## config.mk

```make
export PLATFORM = sky130hd
export DESIGN_NAME = sort_mem_responder
export DESIGN_NICKNAME = d
export VERILOG_FILES = /design/src/rtl/sort_mem_responder.sv
export SDC_FILE = /design/constraint.sdc
export NUM_CORES = 1
export LEC_CHECK = 0
export ABC_AREA = 1
export CAP_MARGIN = 20
export CORE_ASPECT_RATIO = 1.2
export CORE_UTILIZATION = 40
export DETAILED_ROUTE_END_ITERATION = 10
export MAX_ROUTING_LAYER = met4
export PLACE_DENSITY_LB_ADDON = 0.05
export SYNTH_ARGS = -nofsm -noshare
export SYNTH_HDL_FRONTEND = slang
export SYNTH_SLANG_ARGS = --single-unit
export TNS_END_PERCENT = 10
```

## constraint.sdc

```tcl
create_clock -name clk -period 2.9 [get_ports clk]
set_input_delay 0.29 -clock clk [delete_from_list [all_inputs] [get_ports clk]]
set_output_delay 0.29 -clock clk [all_outputs]
set_load 0.005 [all_outputs]
```

## src/rtl/sort_mem_responder.sv

```systemverilog
// Register-array memory responder for the sort engine bus. The AR/R read path has a
// programmable latency and the AW/W/B write path is independent; SORT_MEM_BACKDOOR_EN adds bd_* ports.
module sort_mem_responder #(
    parameter int ADDR_WDTH    = 4,
    parameter int DATA_WDTH    = 32,
    parameter int RESP_WDTH    = 1,
    parameter int MEM_SIZE     = 16,
    parameter int READ_LATENCY = 1
) (
    input  logic                 clk,
    input  logic                 rst_n,
    input  logic                 ar_valid,
    input  logic [ADDR_WDTH-1:0] ar_addr,
    output logic                 ar_ready,
    output logic                 r_valid,
    output logic [DATA_WDTH-1:0] r_data,
    output logic [RESP_WDTH-1:0] r_resp,
    input  logic                 r_ready,
    input  logic                 aw_valid,
    input  logic [ADDR_WDTH-1:0] aw_addr,
    output logic                 aw_ready,
    input  logic                 w_valid,
    input  logic [DATA_WDTH-1:0] w_data,
    output logic                 w_ready,
    output logic                 b_valid,
    output logic [RESP_WDTH-1:0] b_resp,
    input  logic                 b_ready
`ifdef SORT_MEM_BACKDOOR_EN
    ,
    input  logic                 bd_we,
    input  logic [ADDR_WDTH-1:0] bd_addr,
    input  logic [DATA_WDTH-1:0] bd_wdata,
    output logic [DATA_WDTH-1:0] bd_rdata
`endif
);

    localparam int                 DEPTH     = 2 ** ADDR_WDTH;
    localparam logic [ADDR_WDTH:0] MEM_LIMIT = (ADDR_WDTH + 1)'(MEM_SIZE);
    localparam logic [3:0]         LAT_LOAD  = 4'(READ_LATENCY - 1);
    localparam logic [RESP_WDTH-1:0] RESP_OK  = RESP_WDTH'(1);
    localparam logic [RESP_WDTH-1:0] RESP_ERR = '0;

    typedef enum logic [1:0] {R_IDLE, R_WAIT, R_RESP} r_state_t;
    typedef enum logic [1:0] {W_IDLE, W_COMMIT, W_RESP} w_state_t;

    function automatic logic in_range(input logic [ADDR_WDTH-1:0] a);
        return {1'b0, a} < MEM_LIMIT;
    endfunction

    logic [DATA_WDTH-1:0] mem_q [DEPTH];

    // A transfer happens on a rising edge where valid && ready are both 1; a valid
    // output is held with its payload stable until the matching ready is seen.
    // Every ready/valid output is forced low while rst_n is low.
    logic ar_ready_s, r_valid_s, aw_ready_s, w_ready_s, b_valid_s;
    logic ar_hs, r_hs, aw_hs, w_hs, b_hs;

    assign ar_ready = rst_n & ar_ready_s;
    assign r_valid  = rst_n & r_valid_s;
    assign aw_ready = rst_n & aw_ready_s;
    assign w_ready  = rst_n & w_ready_s;
    assign b_valid  = rst_n & b_valid_s;

    assign ar_hs = ar_valid & ar_ready;
    assign r_hs  = r_valid & r_ready;
    assign aw_hs = aw_valid & aw_ready;
    assign w_hs  = w_valid & w_ready;
    assign b_hs  = b_valid & b_ready;

    // ------------------------------------------------------------------ read path
    r_state_t             r_state_q, r_state_d;
    logic [ADDR_WDTH-1:0] r_addr_q, r_addr_d;
    logic [3:0]           r_cnt_q, r_cnt_d;
    logic [DATA_WDTH-1:0] r_data_q, r_data_d;
    logic [RESP_WDTH-1:0] r_resp_q, r_resp_d;

    always_ff @(posedge clk) begin
        if (!rst_n) begin
            r_state_q <= R_IDLE;
        end else begin
            r_state_q <= r_state_d;
        end
    end

    always_comb begin
        r_state_d = r_state_q;
        case (r_state_q)
            R_IDLE:  if (ar_hs) r_state_d = R_WAIT;
            R_WAIT:  if (r_cnt_q == 4'd0) r_state_d = R_RESP;
            R_RESP:  if (r_hs) r_state_d = R_IDLE;
            default: r_state_d = R_IDLE;
        endcase
    end

    always_comb begin
        ar_ready_s = (r_state_q == R_IDLE);
        r_valid_s  = (r_state_q == R_RESP);
    end

    always_comb begin
        r_addr_d = r_addr_q;
        r_cnt_d  = r_cnt_q;
        r_data_d = r_data_q;
        r_resp_d = r_resp_q;
        if (ar_hs) begin
            r_addr_d = ar_addr;
            r_cnt_d  = LAT_LOAD;
        end
        if (r_state_q == R_WAIT) begin
            if (r_cnt_q == 4'd0) begin
                // Memory is sampled before any same-edge commit lands: read-before-write.
                r_data_d = in_range(r_addr_q) ? mem_q[r_addr_q] : '0;
                r_resp_d = in_range(r_addr_q) ? RESP_OK : RESP_ERR;
            end else begin
                r_cnt_d = r_cnt_q - 4'd1;
            end
        end
    end

    always_ff @(posedge clk) begin
        if (!rst_n) begin
            r_addr_q <= '0;
            r_cnt_q  <= '0;
            r_data_q <= '0;
            r_resp_q <= '0;
        end else begin
            r_addr_q <= r_addr_d;
            r_cnt_q  <= r_cnt_d;
            r_data_q <= r_data_d;
            r_resp_q <= r_resp_d;
        end
    end

    assign r_data = rst_n ? r_data_q : '0;
    assign r_resp = rst_n ? r_resp_q : '0;

    // ----------------------------------------------------------------- write path
    w_state_t             w_state_q, w_state_d;
    logic [ADDR_WDTH-1:0] w_addr_q, w_addr_d;
    logic [DATA_WDTH-1:0] w_data_q, w_data_d;
    logic                 aw_got_q, aw_got_d;
    logic                 w_got_q, w_got_d;
    logic [RESP_WDTH-1:0] b_resp_q, b_resp_d;
    logic                 both_captured;
    logic                 mem_we;

    assign both_captured = (aw_got_q | aw_hs) & (w_got_q | w_hs);
    assign mem_we        = rst_n & (w_state_q == W_COMMIT) & in_range(w_addr_q);

    always_ff @(posedge clk) begin
        if (!rst_n) begin
            w_state_q <= W_IDLE;
        end else begin
            w_state_q <= w_state_d;
        end
    end

    always_comb begin
        w_state_d = w_state_q;
        case (w_state_q)
            W_IDLE:   if (both_captured) w_state_d = W_COMMIT;
            W_COMMIT: w_state_d = W_RESP;
            W_RESP:   if (b_hs) w_state_d = W_IDLE;
            default:  w_state_d = W_IDLE;
        endcase
    end

    always_comb begin
        aw_ready_s = (w_state_q == W_IDLE) & ~aw_got_q;
        w_ready_s  = (w_state_q == W_IDLE) & ~w_got_q;
        b_valid_s  = (w_state_q == W_RESP);
    end

    always_comb begin
        w_addr_d = w_addr_q;
        w_data_d = w_data_q;
        aw_got_d = aw_got_q;
        w_got_d  = w_got_q;
        b_resp_d = b_resp_q;
        if (w_state_q == W_IDLE) begin
            if (aw_hs) begin
                w_addr_d = aw_addr;
                aw_got_d = 1'b1;
            end
            if (w_hs) begin
                w_data_d = w_data;
                w_got_d  = 1'b1;
            end
            if (both_captured) begin
                aw_got_d = 1'b0;
                w_got_d  = 1'b0;
            end
        end
        if (w_state_q == W_COMMIT) begin
            b_resp_d = in_range(w_addr_q) ? RESP_OK : RESP_ERR;
        end
    end

    always_ff @(posedge clk) begin
        if (!rst_n) begin
            w_addr_q <= '0;
            w_data_q <= '0;
            aw_got_q <= 1'b0;
            w_got_q  <= 1'b0;
            b_resp_q <= '0;
        end else begin
            w_addr_q <= w_addr_d;
            w_data_q <= w_data_d;
            aw_got_q <= aw_got_d;
            w_got_q  <= w_got_d;
            b_resp_q <= b_resp_d;
        end
    end

    assign b_resp = rst_n ? b_resp_q : '0;

    // --------------------------------------------------------------------- storage
    // Contents survive reset; the backdoor write is last so it wins on an address clash.
    always_ff @(posedge clk) begin
        if (mem_we) begin
            mem_q[w_addr_q] <= w_data_q;
        end
`ifdef SORT_MEM_BACKDOOR_EN
        if (bd_we) begin
            mem_q[bd_addr] <= bd_wdata;
        end
`endif
    end

`ifdef SORT_MEM_BACKDOOR_EN
    assign bd_rdata = mem_q[bd_addr];
`endif

endmodule

```

==> run_results.csv, run 1 <==
group,metric,value,unit
clocking,cts-root-buf,"clkbuf_16",
clocking,cts_tree,"yes",
worst_setup_path,cp_slowest_cell,"clkdlybuf4s50_1",
floorplanning,io_pins,86,
floorplanning,rows,100,
logic_synthesis,avgSynthCellArea,10.1,µm²
detailed_routing,routed_wl,68600,µm
worst_setup_path,required,2.61,ns
timing,rsz0062_at_grt,"no",
power,power_frac_seq,50.9,%
power,p_per_area,647,mW/mm²
layout,antennaDiodeCount,0,
clocking,numCtsBuffers,61,
detailed_routing,drt-vias-per-instance,4.93,
layout,layout-drive-gt1-share,6.97,%
global_route,grt.busiest_layer,"met2",
clocking,clock-sinks,596,
clocking,cts_setup_buffers,0,
layout,final_common_cell,"nand2_1",
layout,area_growth,15.5,%
detailed_routing,drt_iter0_drc,1193,
timing,fin_setup_tns,0,ns
power,clock_power_share,42.1,%
worst_setup_path,critPathMaxStageDelay,0.58,ns
job,cap_violations,0,
timing,timing.final.crit_share,82.9,%
power,p_int,14400,µW
global_route,grt_max_degree,114,
timing,hold_viol,0,
detailed_routing,drt_first_pass_iters,5,
layout,final_cell_mix,"913 x nand2_1, 512 x edfxtp_1, 391 x nand3_1, 338 x inv_1, 83 x clkdlybuf4s50_1",
power,power_frac_comb,7.0,%
worst_setup_path,crit_start,"w_state_q[1]",
min_path,hold_start,"rst_n",
global_route,grt_overflow,0,
global_route,grtUsageMet2,36.5,%
worst_setup_path,timing.rr.start,"w_state_q[0]",
worst_setup_path,worstSetupEndpointType,"output port",
layout,final_cells,3412,
logic_synthesis,seq_area_frac_synth,68.1,%
floorplanning,dieArea,0.0636,mm²
logic_synthesis,yosys_warnings,0,
placement,dp_hpwl,35300,µm
placement,globalplace.congestion,0.749,
logic_synthesis,synth_nets,2520,
layout,fin_util,46.7,%
placement,io_buffers,85,
worst_setup_path,worstPathArrival,2.12,ns
clocking,ctsHoldBuffers,0,
logic_synthesis,synth_fa_ha_area_share,0.0500,%
detailed_routing,postRouteAntennaNets,0,
worst_setup_path,path_class,"reg2out",
logic_synthesis,mappedNetlistArea,0.0250,mm²
power,power.total,18700,µW
logic_synthesis,synth_cell_types,23,
timing,finalSetupViolations,0,
detailed_routing,vias,16800,
logic_synthesis,synth-simple-area-share,22.1,%
clocking,clk_path_buf_depth,3,
worst_setup_path,cp_top_family,"simple AND/OR/NAND/NOR gates",
worst_setup_path,path_cells,"nor2_1 > nand2_1 > nor2_4 > clkdlybuf4s50_1",
logic_synthesis,synth_top_family_by_area,"simple AND/OR/NAND/NOR gates",
clocking,ctsResizeCount,0,
power,ir_worst_vdd,0.000480,V
floorplanning,fp.coreArea,0.0619,mm²
worst_setup_path,crit_buf_inv,1,
worst_setup_path,start_kind,"register",
layout,fin_nets,2592,
min_path,hp-class,"in2reg",
global_route,use_met1,28.5,%
detailed_routing,drc,0,
logic_synthesis,synthMuxAreaShare,0,%
detailed_routing,drt-wirelength-per-cell,20.1,µm
global_route,antenna_found_initial,1,
floorplanning,start_util,40.4,%
power,power_leakage,0.0123,µW
clocking,htreeDepth,2,
global_route,grtUsageMet3,3.15,%
timing,max_freq,0.416,GHz
floorplanning,die-height,276,µm
status,status,"complete, no violations",
timing,slew_headroom,50.5,%
floorplanning,die_width,230,µm
logic_synthesis,synth_compound_area_share,1.24,%
logic_synthesis,synth_xor_area_share,0.0350,%
clocking,clk_pin_slew_worst_paths,0.06,ns
worst_setup_path,cp_max_fo,12,
placement,dp_cells,3297,
logic_synthesis,syn_inst,2472,
layout,multi_input_area,0.00599,mm²
timing,final_max_slew_viol_count,0,
global_route,grt_pass1_wl,103000,µm
clocking,clk_latency,0.63,ns
timing,worst_slew_pin_slew,0.742,ns
logic_synthesis,ys_ff_latch,596,
power,switching_share,23.1,%
layout,seq_area,0.0171,mm²
layout,n_fill_cell,5833,
global_route,grt_usage,22.4,%
timing,fin_worst_skew,0.0256,ns
power,switchingPower,4320,µW
timing,period_minus_slack,2.41,ns
global_route,grt_pass1_vias,16300,
==> through the flow <==
stage | hold slack, ns | cell area [µm²] | setup slack [ns]
6_report | 0.110 | 28900 | 0.495
2_1_floorplan | 0.401 | 25000 | 0.321
4_1_cts | 0.0710 | 28900 | 0.460
3_5_place_dp | 0.438 | 26900 | 0.544
5_1_grt | 0.0958 | 28900 | 0.387
3_3_place_gp | 0.432 | 26900 | 0.593
==> final timing paths <==
path / cells after the start / slack, ns / to
max: 4 / 0.49 / w_ready
min: 5 / 0.11 / b_resp_q
max reg2reg: 5 / 0.58 / mem_q[7][18]
min reg2reg: 2 / 0.45 / r_resp_q
==> layer usage <==
| layer | part of all wire (%) | wire length (µm) | vias up |
|---|---|---|---|
| met3 | 4.3 | 2980 | 126 |
| met1 | 44 | 30000 | 8126 |
| met5 | 0 | 0 | - |
| met2 | 48 | 33200 | 412 |
| li1 | - | - | 8161 |
| met4 | 3.4 | 2350 | 0 |
==> power groups by stage <==
stage | logic [µW] | registers (µW) | clock network [µW]
5_1_grt | 1450 | 9530 | 8360
2_1_floorplan | 863 | 9630 | 0
3_5_place_dp | 1320 | 9700 | 0
6_report | 1300 | 9520 | 7870
3_3_place_gp | 1320 | 9700 | 0
4_1_cts | 1330 | 9520 | 8050
==> worst reg2reg max path, cell delays in order (launching register included) <==
cell and delay (ns):
dfxtp_1 0.33, inv_1 0.07, nor3_2 0.38, nand3_1 0.42, nor2_4 0.21, buf_4 0.51
==> flip-flops by register name, indices dropped and copies added, names as in the netlist <==
name and cells:
r_cnt_q 4, w_addr_q 4, r_state_q 2, mem_q 512
w_data_q 32, w_got_q 1, r_data_q 32, w_state_q 2
r_resp_q 1, aw_got_q 1, r_addr_q 4, b_resp_q 1
==> cells in the mapped netlist <==
cell type	n	area (µm²)
nand2_1	913	3430
clkbuf_1	15	56.3
inv_1	341	1280
inv_2	1	3.75
edfxtp_1	512	15400
xor2_1	1	8.76
buf_2	54	270
buf_1	18	67.6
buf_6	18	203
a21oi_1	48	240
ha_1	1	12.5
nand2_2	1	6.26
nor3_1	3	15.0
o22ai_1	1	6.26
nor2_1	25	93.8
nand3_1	391	1960
inv_4	1	6.26
nor2_4	2	22.5
buf_12	1	20.0
o21ai_0	13	65.1
nor3_2	2	20.0
buf_4	26	195
dfxtp_1	84	1680
==> cells by family after synthesis <==
logic type,Yosys count
AND/OR/NAND/NOR,1337
AO/OA/AOI/OAI,62
XOR/XNOR,1
flip-flops,596
buffers and inverters,475
adder cells (fa/ha/maj),1
==> final cells by class <==
class                           count  area share, %
Multi-Input combinational cell   1401           20.7
Tap cell                          816           3.53
Inverter                          343           4.48
Clock inverter                     33          0.983
Clock buffer                       82           5.94
Timing Repair Buffer              141           5.27
Sequential cell                   596           59.1
Power figures use the tool's default switching activity.
==> run 2, diff against run 1 <==
clock period = 2.4 ns   (was 2.9 ns; I/O delays follow)
==> run 2 against run 1 <==
  * Sequential power is 21% higher
  * First-iteration DRC count is 6.1% higher
  * Non-clock buffer count is 7 higher
  * Sequential cell count stayed put
  * Die area stayed put
  * Global-route usage is 0.11 points lower
  * Combinational power is 22% higher
  * Critical path type unchanged
  * Critical endpoint unchanged
==> run_results.csv, run 2 (synthesized netlist as in run 1, its figures left out) <==
group,metric,value,unit
worst_setup_path,critPathMaxStageDelay,0.54,ns
global_route,grt_pass1_vias,16500,
clocking,clk_latency,0.60,ns
floorplanning,die-height,276,µm
detailed_routing,drt_iter0_drc,1266,
placement,globalplace.congestion,0.765,
global_route,grt_pass1_wl,102000,µm
job,cap_violations,0,
min_path,hp-class,"in2reg",
worst_setup_path,cp_max_fo,5,
worst_setup_path,required,2.16,ns
clocking,clk_path_buf_depth,3,
clocking,htreeDepth,3,
layout,design_area,0.0291,mm²
layout,final_common_cell,"nand2_1",
clocking,clock-sinks,596,
placement,place_area,0.0271,mm²
global_route,grt_max_degree,81,
floorplanning,rows,100,
placement,io_buffers,85,
worst_setup_path,path_cells,"nor2_1 > nand2_1 > nor2_4 > clkdlybuf4s50_1",
layout,final_cell_mix,"913 x nand2_1, 512 x edfxtp_1, 391 x nand3_1, 338 x inv_1, 83 x clkdlybuf4s50_1",
floorplanning,die_width,230,µm
detailed_routing,postRouteAntennaNets,0,
layout,area_growth,16.4,%
timing,slew_headroom,48.5,%
power,ir_worst_vdd,0.000456,V
detailed_routing,drt-vias-per-instance,4.91,
layout,fin_nets,2604,
clocking,ctsHoldBuffers,0,
global_route,grt_usage,22.2,%
power,power.total,22900,µW
detailed_routing,vias,16800,
placement,dp_hpwl,37000,µm
power,power_leakage,0.0123,µW
timing,period_minus_slack,2.24,ns
timing,final_max_slew_viol_count,0,
clocking,ctsResizeCount,0,
timing,finalSetupViolations,0,
clocking,cts_setup_buffers,0,
detailed_routing,drt-wirelength-per-cell,19.7,µm
timing,worst_slew_pin_slew,0.771,ns
status,status,"complete, no violations",
detailed_routing,drc,0,
clocking,numCtsBuffers,66,
power,p_per_area,786,mW/mm²
layout,fin_util,47.1,%
layout,n_fill_cell,5810,
timing,hold_viol,0,
worst_setup_path,start_kind,"register",
layout,largest_reg_flops,512,
layout,antennaDiodeCount,0,
layout,top_regs,"mem_q (512), r_data_q (32), w_data_q (32)",
clocking,clk_pin_slew_worst_paths,0.06,ns
floorplanning,start_util,40.4,%
global_route,antenna_found_initial,1,
worst_setup_path,regToRegSetupSlack,0.26,ns
floorplanning,dieArea,0.0636,mm²
timing,rsz0062_at_grt,"no",
clocking,cts-root-buf,"clkbuf_16",
detailed_routing,drt_first_pass_iters,6,
timing,timing.final.crit_share,93.3,%
detailed_routing,routed_wl,67500,µm
worst_setup_path,path_class,"reg2out",
floorplanning,io_pins,86,
timing,max_freq,0.447,GHz
clocking,cts_tree,"yes",
worst_setup_path,worstPathArrival,2.00,ns
worst_setup_path,cp_slowest_cell,"clkdlybuf4s50_1",
timing,fin_worst_skew,0.0136,ns
worst_setup_path,worstSetupEndpointType,"output port",
layout,layout-drive-gt1-share,7.01,%
floorplanning,fp.coreArea,0.0619,mm²
layout,top_register,"mem_q",
global_route,grt_overflow,0,
-- run 2: cell types whose count changed in the layout (fill, tap and decap cells not counted) --
cell / delta
buf_4: -1
buf_12: +8
clkinv_2: -4
clkbuf_16: +11
clkbuf_8: -8
clkinvlp_4: +1
bufinv_16: -3
inv_6: -2
clkbuf_1: +14
clkinv_1: -3
-- run 2: per-stage QoR --
step                      TNS [ns]  setup slack, ns  cells  hold slack (ns)
after detailed placement         0            0.176   3304            0.440
after CTS                        0            0.107   3425           0.0472
after global routing             0           0.0309   3425            0.104
after global placement           0            0.204   3304            0.430
after floorplan             -91.57           -0.179   2472            0.351
final                            0            0.161   3425           0.0738
-- run 2: worst max-delay path, delay by kind of cell, from the launching register on --
kind	cells	cell delay, ns
flops	1	0.32
buf+inv	1	0.54
simple gates	3	0.53
-- run 2: metal layers --
metal,vias to the layer above,track usage (%),share of wire (%),routed length (µm)
li1,8198,-,-,-
met1,8155,28.7,44,30000
met2,352,36.6,49,33200
met3,108,2.37,4.0,2690
met4,0,7.22,2.5,1680
met5,-,-,0,0
-- run 2: final cells by class --
| class | instances | area, µm² | share of cell area [%] |
|---|---|---|---|
| Multi-Input combinational cell | 1401 | 5990 | 20.6 |
| Clock inverter | 22 | 153 | 0.524 |
| Sequential cell | 596 | 17100 | 58.6 |
| Inverter | 343 | 1290 | 4.44 |
| Clock buffer | 99 | 1930 | 6.64 |
| Tap cell | 816 | 1020 | 3.50 |
| Timing Repair Buffer | 148 | 1680 | 5.75 |
-- run 2: worst paths after layout --
kind / startpoint / end / depth (start not counted)
worst min-delay path: rst_n / b_resp_q / 5
worst max register to register: w_state_q[0] / mem_q[14][11] / 5
worst max-delay path: w_state_q[1] / w_ready / 4
worst min register to register: r_resp_q / r_resp_q / 2
-- run 2: power by group --
part / internal (µW) / switching [µW]
combinational: 535 / 1060
clock: 5790 / 4010
sequential: 11300 / 192
total: 17700 / 5250
==> run 3, diff against run 2 <==
CAP_MARGIN = 15   (was 20)
CORE_ASPECT_RATIO = 0.9   (was 1.2)
SETUP_SLACK_MARGIN = 0.2   (was unset)
==> run 3 against run 2 <==
  * Largest cell class unchanged
  * Combinational power increased by 4%
  * Wire length increased by 1.8%
  * Critical path depth unchanged
  * Count of clock-buffer cells in the layout increased by 2
  * Critical path type unchanged
  * Global-route usage increased by 0.56 points
  * Worst setup slack improved by 0.12 ns
==> run_results.csv, run 3 (synthesized netlist as in run 1, its figures left out) <==
group,metric,value,unit
status,status,"complete, no violations",
detailed_routing,drc,0,
layout,fin_util,47.6,%
placement,post-place-ws,0.406,ns
floorplanning,die-height,239,µm
worst_setup_path,path_cells,"nor2_1 > nand2_1 > nor2_2 > clkdlybuf4s50_1",
worst_setup_path,worstPathArrival,1.88,ns
worst_setup_path,cp_max_fo,3,
layout,final_cell_mix,"912 x nand2_1, 512 x edfxtp_1, 391 x nand3_1, 338 x inv_1, 82 x clkdlybuf4s50_1",
worst_setup_path,cp_slowest_cell,"clkdlybuf4s50_1",
min_path,whs_endpoint,"w_data_q[11]",
floorplanning,die_width,266,µm
timing,rsz0062_at_grt,"no",
worst_setup_path,r2r_end,"w_data_q[22]",
power,power_leakage,0.0124,µW
detailed_routing,vias,16700,
timing,worst_slew_pin_slew,0.835,ns
layout,final_cells,3459,
timing,fin_worst_skew,0.0175,ns
detailed_routing,routed_wl,68700,µm
global_route,grt_max_degree,97,
timing,fin_setup_tns,0,ns
timing,hold_viol,0,
worst_setup_path,required,2.16,ns
clocking,cts_tree,"yes",
detailed_routing,drt-vias-per-instance,4.84,
min_path,hold_start,"w_valid",
worst_setup_path,regToRegSetupSlack,0.33,ns
min_path,holdPathStages,3,
layout,seq_area,0.0171,mm²
clocking,clk_path_buf_depth,3,
detailed_routing,drt_iter0_drc,1190,
job,cap_violations,0,
timing,max_freq,0.471,GHz
timing,slew_headroom,44.3,%
min_path,hp-class,"in2reg",
power,ir_worst_vdd,0.000524,V
clocking,clk_latency,0.60,ns
layout,multi_input_area,0.00600,mm²
worst_setup_path,ff2ff_path_depth,8,
global_route,grt_usage,22.8,%
power,p_per_area,793,mW/mm²
clocking,numCtsBuffers,66,
clocking,htreeDepth,3,
global_route,grt_pass1_vias,16300,
placement,io_buffers,85,
timing,period_minus_slack,2.12,ns
detailed_routing,postRouteAntennaNets,0,
worst_setup_path,path_class,"reg2out",
clocking,ctsHoldBuffers,0,
detailed_routing,drt-wirelength-per-cell,19.9,µm
worst_setup_path,timing.rr.start,"w_state_q[1]",
worst_setup_path,worstSetupEndpointType,"output port",
floorplanning,start_util,40.7,%
timing,final_max_slew_viol_count,0,
global_route,grt_pass1_wl,104000,µm
layout,largest_reg_flops,512,
layout,final_common_cell,"nand2_1",
timing,finalSetupViolations,0,
clocking,cts-root-buf,"clkbuf_16",
floorplanning,io_pins,86,
floorplanning,fp.coreArea,0.0615,mm²
timing,timing.final.crit_share,88.5,%
detailed_routing,drt_first_pass_iters,7,
layout,n_fill_cell,5810,
layout,top_register,"mem_q",
clocking,clock-sinks,596,
worst_setup_path,critPathMaxStageDelay,0.53,ns
global_route,grt_overflow,0,
layout,top_regs,"mem_q (512), r_data_q (32), w_data_q (32)",
placement,dp_hpwl,40100,µm
clocking,clk_pin_slew_worst_paths,0.06,ns
layout,fin_nets,2617,
floorplanning,rows,86,
layout,area_growth,16.9,%
worst_setup_path,start_kind,"register",
timing,setup_ws,0.277,ns
placement,dp_cells,3336,
global_route,antenna_found_initial,2,
layout,layout-drive-gt1-share,7.82,%
placement,globalplace.congestion,0.818,
floorplanning,dieArea,0.0636,mm²
## run 3: cell count changes in the layout (fill, tap and decap cells not counted), moves of 4 or more
| cell | previous run | this run |
|---|---|---|
| buf_4 | 34 | 52 |
| clkbuf_8 | 1 | 11 |
| clkbuf_1 | 25 | 19 |
| buf_12 | 29 | 24 |
| clkinv_2 | 11 | 7 |
## run 3: timing repair
item | CTS | global route
setup buffers | 1 | 0
endpoints found under the setup margin | 1 | 1
pin swaps | 1 | 0
gates resized for setup | 1 | 1
cloned | 0 | 0
endpoints found under the hold margin | 0 | 0
## run 3: area by class of cell
type	count	area share (%)
flip-flops and latches	596	58.3
multi-input cells	1401	20.5
clock buffers	101	6.83
repair buffers	161	5.84
inverters	343	4.42
well taps	836	3.57
clock inverters	19	0.509
diodes	2	0.0171
## run 3: critical path, delay by kind of cell (launching register included)
kind	cells	cell delay (ns)
DFF	1	0.32
and+or+nand+nor	3	0.44
buffers and inverters	1	0.53
## run 3: metrics by stage
| step | hold slack, ns | total power (µW) | area (µm²) |
|---|---|---|---|
| 2_1_floorplan | 0.351 | 12700 | 25000 |
| 3_3_place_gp | 0.430 | 13400 | 27100 |
| 3_5_place_dp | 0.436 | 13400 | 27100 |
| 4_1_cts | 0.0413 | 23400 | 29300 |
| 5_1_grt | 0.0697 | 24000 | 29300 |
| 6_report | 0.0645 | 23200 | 29300 |
## run 3: worst max-delay path by stage
stage                 start      endpoint  slack [ns]  cells past startpoint
6_report       w_state_q[1]      aw_ready        0.28                      4
3_5_place_dp   w_state_q[0]  mem_q[2][26]        0.41                      6
4_1_cts        w_state_q[1]      aw_ready        0.21                      4
2_1_floorplan  w_state_q[0]   mem_q[0][0]       -0.18                      4
3_3_place_gp   w_state_q[0]   mem_q[3][7]        0.39                      6
5_1_grt        r_state_q[1]       r_valid        0.20                      3
## run 3: where the power goes
group          internal, µW  total, µW  switching [µW]
Combinational           538       1650            1110
Clock                  5960      10000            4060
Sequential            11300      11500             193
## run 3: routing by layer
metal,track usage (%),up-vias,routed length (µm)
met5,-,-,0
met4,8.66,0,2390
met3,3.16,126,2580
met2,36.5,331,32500
met1,29.6,8039,31200
li1,-,8229,-
